[src/rtl/core_pkg.sv]
// Shared types and constants for the ROM arbiter slice.
package core_pkg;

    typedef enum logic [1:0] {
        NONE = 2'd0,
        IBUS = 2'd1,
        DBUS = 2'd2
    } rom_owner_t;

    localparam int STARVE_LIMIT_DEFAULT = 4;
    // Wide enough for the largest legal starvation limit (15).
    localparam int STARVE_CNT_W = 4;

endpackage

[src/rtl/rom_starve_counter.sv]
// Saturating count of consecutive cycles the fetch port was denied the ROM.
// limit_hit gives fetch priority for the current cycle.
module rom_starve_counter
    import core_pkg::*;
#(
    parameter int LIMIT = STARVE_LIMIT_DEFAULT
) (
    input  logic clk,
    input  logic rst_n,
    input  logic starved,
    output logic limit_hit
);

    localparam logic [STARVE_CNT_W-1:0] LIMIT_C = STARVE_CNT_W'(LIMIT);

    logic [STARVE_CNT_W-1:0] count_reg;
    logic [STARVE_CNT_W-1:0] count_next;

    assign limit_hit = (count_reg == LIMIT_C);

    // A granted or idle fetch port restarts the count.
    always_comb begin
        count_next = count_reg;
        if (!starved) begin
            count_next = '0;
        end else if (!limit_hit) begin
            count_next = count_reg + 1'b1;
        end
    end

    always_ff @(posedge clk or negedge rst_n) begin
        if (!rst_n) begin
            count_reg <= '0;
        end else begin
            count_reg <= count_next;
        end
    end

endmodule

[src/rtl/rom_arbiter.sv]
// Two-port arbiter for the single-port instruction ROM (fetch and load buses).
// Define ROM_ARB_FAIRNESS_EN to add fetch starvation protection.
module rom_arbiter
    import core_pkg::*;
#(
    parameter int WIDTH          = 32,
    parameter int ROM_ADDR_WIDTH = 10,
    parameter int STARVE_LIMIT   = STARVE_LIMIT_DEFAULT
) (
    input  logic                      clk,
    input  logic                      rst_n,
    input  logic                      ibus_req,
    input  logic [ROM_ADDR_WIDTH-1:0] ibus_addr,
    output logic                      ibus_gnt,
    output logic                      ibus_rvalid,
    output logic [WIDTH-1:0]          ibus_rd_data,
    input  logic                      dbus_req,
    input  logic [ROM_ADDR_WIDTH-1:0] dbus_addr,
    output logic                      dbus_gnt,
    output logic                      dbus_rvalid,
    output logic [WIDTH-1:0]          dbus_rd_data,
    output logic                      rom_en,
    output logic [ROM_ADDR_WIDTH-1:0] rom_addr,
    input  logic [WIDTH-1:0]          rom_rd_data
);

    localparam int NUM_PORTS = 2;

    rom_owner_t owner_reg;
    rom_owner_t owner_next;
    logic       limit_hit;

`ifdef ROM_ARB_FAIRNESS_EN
    rom_starve_counter #(
        .LIMIT     (STARVE_LIMIT)
    ) u_starve (
        .clk       (clk),
        .rst_n     (rst_n),
        .starved   (ibus_req & ~ibus_gnt),
        .limit_hit (limit_hit)
    );
`else
    // Limits below 1 are illegal, so this is constant 0: strict load priority.
    assign limit_hit = (STARVE_LIMIT < 1);
`endif

    // Load wins ties unless fetch has been starved up to the limit.
    always_comb begin
        ibus_gnt = rst_n & ibus_req & (~dbus_req | limit_hit);
        dbus_gnt = rst_n & dbus_req & ~(ibus_req & limit_hit);
        rom_en   = ibus_gnt | dbus_gnt;
        rom_addr = '0;
        if (dbus_gnt) begin
            rom_addr = dbus_addr;
        end else if (ibus_gnt) begin
            rom_addr = ibus_addr;
        end
    end

    always_comb begin
        owner_next = NONE;
        if (dbus_gnt) begin
            owner_next = DBUS;
        end else if (ibus_gnt) begin
            owner_next = IBUS;
        end
    end

    always_ff @(posedge clk or negedge rst_n) begin
        if (!rst_n) begin
            owner_reg <= NONE;
        end else begin
            owner_reg <= owner_next;
        end
    end

    // Index 0 is fetch, index 1 is load.
    logic [NUM_PORTS-1:0] ret_sel;
    logic [WIDTH-1:0]     rd_data_reg [NUM_PORTS];
    logic [WIDTH-1:0]     rd_data_out [NUM_PORTS];

    assign ret_sel = {owner_reg == DBUS, owner_reg == IBUS};

    // The returning word is forwarded in its rvalid cycle and held afterwards.
    generate
        for (genvar gi = 0; gi < NUM_PORTS; gi++) begin : g_port
            always_ff @(posedge clk or negedge rst_n) begin
                if (!rst_n) begin
                    rd_data_reg[gi] <= '0;
                end else if (ret_sel[gi]) begin
                    rd_data_reg[gi] <= rom_rd_data;
                end
            end
            assign rd_data_out[gi] = ret_sel[gi] ? rom_rd_data : rd_data_reg[gi];
        end
    endgenerate

    assign ibus_rvalid  = ret_sel[0];
    assign dbus_rvalid  = ret_sel[1];
    assign ibus_rd_data = rd_data_out[0];
    assign dbus_rd_data = rd_data_out[1];

endmodule
[config.mk]
export PLATFORM = sky130hd
export DESIGN_NAME = rom_arbiter
export DESIGN_NICKNAME = d
export VERILOG_FILES = /design/src/rtl/core_pkg.sv /design/src/rtl/rom_starve_counter.sv /design/src/rtl/rom_arbiter.sv
export SDC_FILE = /design/constraint.sdc
export NUM_CORES = 1
export LEC_CHECK = 0
export ABC_AREA = 0
export CAP_MARGIN = 0
export CORE_ASPECT_RATIO = 1.2
export CORE_MARGIN = 2
export CORE_UTILIZATION = 37
export DETAILED_ROUTE_END_ITERATION = 12
export PLACE_DENSITY = 0.77
export RECOVER_POWER = 25
export REMOVE_ABC_BUFFERS = 1
export SYNTH_ARGS = -nofsm -noshare
export SYNTH_HDL_FRONTEND = slang
export SYNTH_HIERARCHICAL = 1
export SYNTH_SLANG_ARGS = --single-unit
[constraint.sdc]
create_clock -name clk -period 1.35 [get_ports clk]
set_clock_uncertainty 0.05 [all_clocks]
set_input_delay 0.27 -clock clk [delete_from_list [all_inputs] [get_ports clk]]
set_output_delay 0.27 -clock clk [all_outputs]
set_load 0.02 [all_outputs]
==> metrics.yaml <==
nets: 409
clk_pin_slew_worst_paths_ns: 0.07
place.port_buffers: 134
synth_top_family_by_area: "multiplexers"
fp.dieW_um: 84.0
core_area_um2: 7580
cp_max_fo: 5
cts_sinks: 66
row_count: 35
die_height_um: 100
gp_congestion: 0.802
grt_pass1_wl_um: 11900
syn_inst: 160
synth_cell_types: 13
total_leakage_power_uw: 0.00263
hp-class: "input port to flip-flop"
mostFrequentLayoutCell: "buf_6"
htree_levels: 3
worstSetupStartpoint: "owner_reg[0]"
violations: "setup timing"
syn_to_final_growth_pct: 87.0
synth_area_um2: 2840
hpwlAfterDp_um: 4880
clock.fmax_ghz: 0.501
maxSlewViolCount: 0
min_to: "owner_reg[0]"
start_kind: "flip-flop"
placed_area_um2: 4370
fin_ws_ns: -0.646
synth.avg_cell_area_um2: 17.8
wl_per_cell_um: 18.5
yosysSeqAreaShare_pct: 58.1
synthSimpleGateAreaFrac_pct: 1.32
end_kind: "output port"
grt-ovfl-total: 0
required_ns: 1.03
clock-root-buffer: "clkbuf_8"
finalWirelength_um: 8330
stdcell_area_um2: 5320
grt_use_total_pct: 18.8
yosysWarnings: 6
largest_register_ffs: 64
drv_cap: 0
drt_iter0_markers: 48
io_pins: 135
vdd.ir_drop.worst_mv: 0.772
ant_nets: 0
synthAdderAreaFrac_pct: 0
synthXorXnorAreaFrac_pct: 0
crit_arrival_ns: 1.68
status: "finished with violations"
grt_setup_unrepaired: "true"
fin_crit_sh_pct: 148
reg2reg_to: "rd_data_reg[36]"
r2r_start: "owner_reg[1]"
worstRegToRegCells: 6
slew_headroom_pct: 40.6
p_per_area_nw_per_um2: 1310
first_pass_iters: 3
min_path_cells: 3
grt_antenna_before_repair: 0
finalPower_uw: 6950
drc_errors: 0
critical_path_class: "flip-flop to output port"
ys_ff_latch: 66
n_antenna_cell: 0
layout_common_cells: "111 x buf_6, 66 x dfrtp_1, 64 x mux2_4"
initial_utilization_pct: 37.5
num_vias: 2141
viasPerCell: 4.76
dieArea_um2: 8400
synth_mux_area_share_pct: 33.0
ff2ff_setup_slack_ns: -0.24
layout_min_cycle_time_ns: 2.00
setup_viol_count_final: 123
hp-start: "dbus_req"
cts_made_buffers: 9
final.setup.tns_ns: -45.79
worstSkewPairLatency_ns: 0.33
cts_tree: "built"
final_hold_viol_count: 0
clockBufferDepth: 2
grt_start_max_net_pins: 67
grt_pass1_vias: 2253
drive_above_1_share_pct: 63.1
worst_slew_pin_slew_ns: 0.891
synth_compound_gate_area_share_pct: 3.79
fill_cells: 526
-- layer usage --
metal / vias up / share of wire [%] / GRT usage (%)
met1: 1070 / 41 / 22.6
li1: 963 / - / -
met2: 98 / 51 / 31.1
met5: - / 0 / 0
met3: 10 / 5.6 / 5.59
met4: 0 / 2.0 / 8.56
-- cells in the mapped netlist (all sizes together) --
cell / instances / share of area [%]
o21a: 1 / 0.26
inv: 2 / 0.26
a32o: 10 / 3.5
nand2b: 1 / 0.22
dfrtp: 66 / 58
buf: 10 / 3.4
nor2b: 1 / 0.22
and2: 4 / 0.88
mux2: 64 / 33
clkbuf: 1 / 0.13
-- how the worst max path moves through the flow --
stage | slack (ns) | depth (start not counted) | endpoint
after floorplan | -2.39 | 2 | ibus_rd_data[0]
after global placement | -0.78 | 5 | ibus_gnt
after detailed placement | -0.83 | 5 | rom_addr[2]
after CTS | -0.68 | 5 | ibus_rd_data[8]
after global routing | -0.72 | 5 | ibus_rd_data[19]
final | -0.65 | 5 | dbus_rd_data[14]
-- final cells by class --
type | instances | area, µm² | share of cell area, %
Timing Repair Buffer | 191 | 2210 | 41.6
Multi-Input combinational cell | 82 | 1140 | 21.4
Tap cell | 92 | 115 | 2.17
Inverter | 2 | 13.8 | 0.259
Timing Repair inverter | 1 | 7.51 | 0.141
Clock buffer | 11 | 141 | 2.66
Clock inverter | 5 | 40.0 | 0.753
Sequential cell | 66 | 1650 | 31.1
-- through the flow --
step | setup WS [ns] | hold slack, ns | instances | util, %
6_report | -0.646 | 0.239 | 450 | 70.2
5_1_grt | -0.722 | 0.226 | 450 | 70.2
4_1_cts | -0.683 | 0.112 | 426 | 64.1
3_5_place_dp | -0.833 | 0.429 | 385 | 57.6
3_3_place_gp | -0.780 | 0.424 | 385 | 57.6
2_1_floorplan | -2.39 | -0.0756 | 149 | -
-- kinds of logic after synthesis --
kind of cell,count (synthesis)
mux,64
flops,66
compound gates,11
buf+inv,13
simple gates,6
-- power by group --
part           leakage [µW]  switching (µW)  internal [µW]  total (µW)
sequential         0.000780             113           2340        2460
clock             0.0000818             768            723        1490
combinational       0.00177            1240           1770        3010
-- critical path, stage by stage (launching register included) --
cell,delay (ns)
dfrtp_1,0.38
nand2b_4,0.21
buf_12,0.16
buf_16,0.13
mux2_4,0.31
buf_6,0.14
-- what timing repair did --
item,in CTS,in global routing
setup endpoints to repair,84,112
setup buffers,20,26
cloned,6,3
endpoints found under the hold margin,0,0
hold buffers,0,0
pin swaps,6,10
resized for setup,469,85
(Power assumes the default switching activity.)
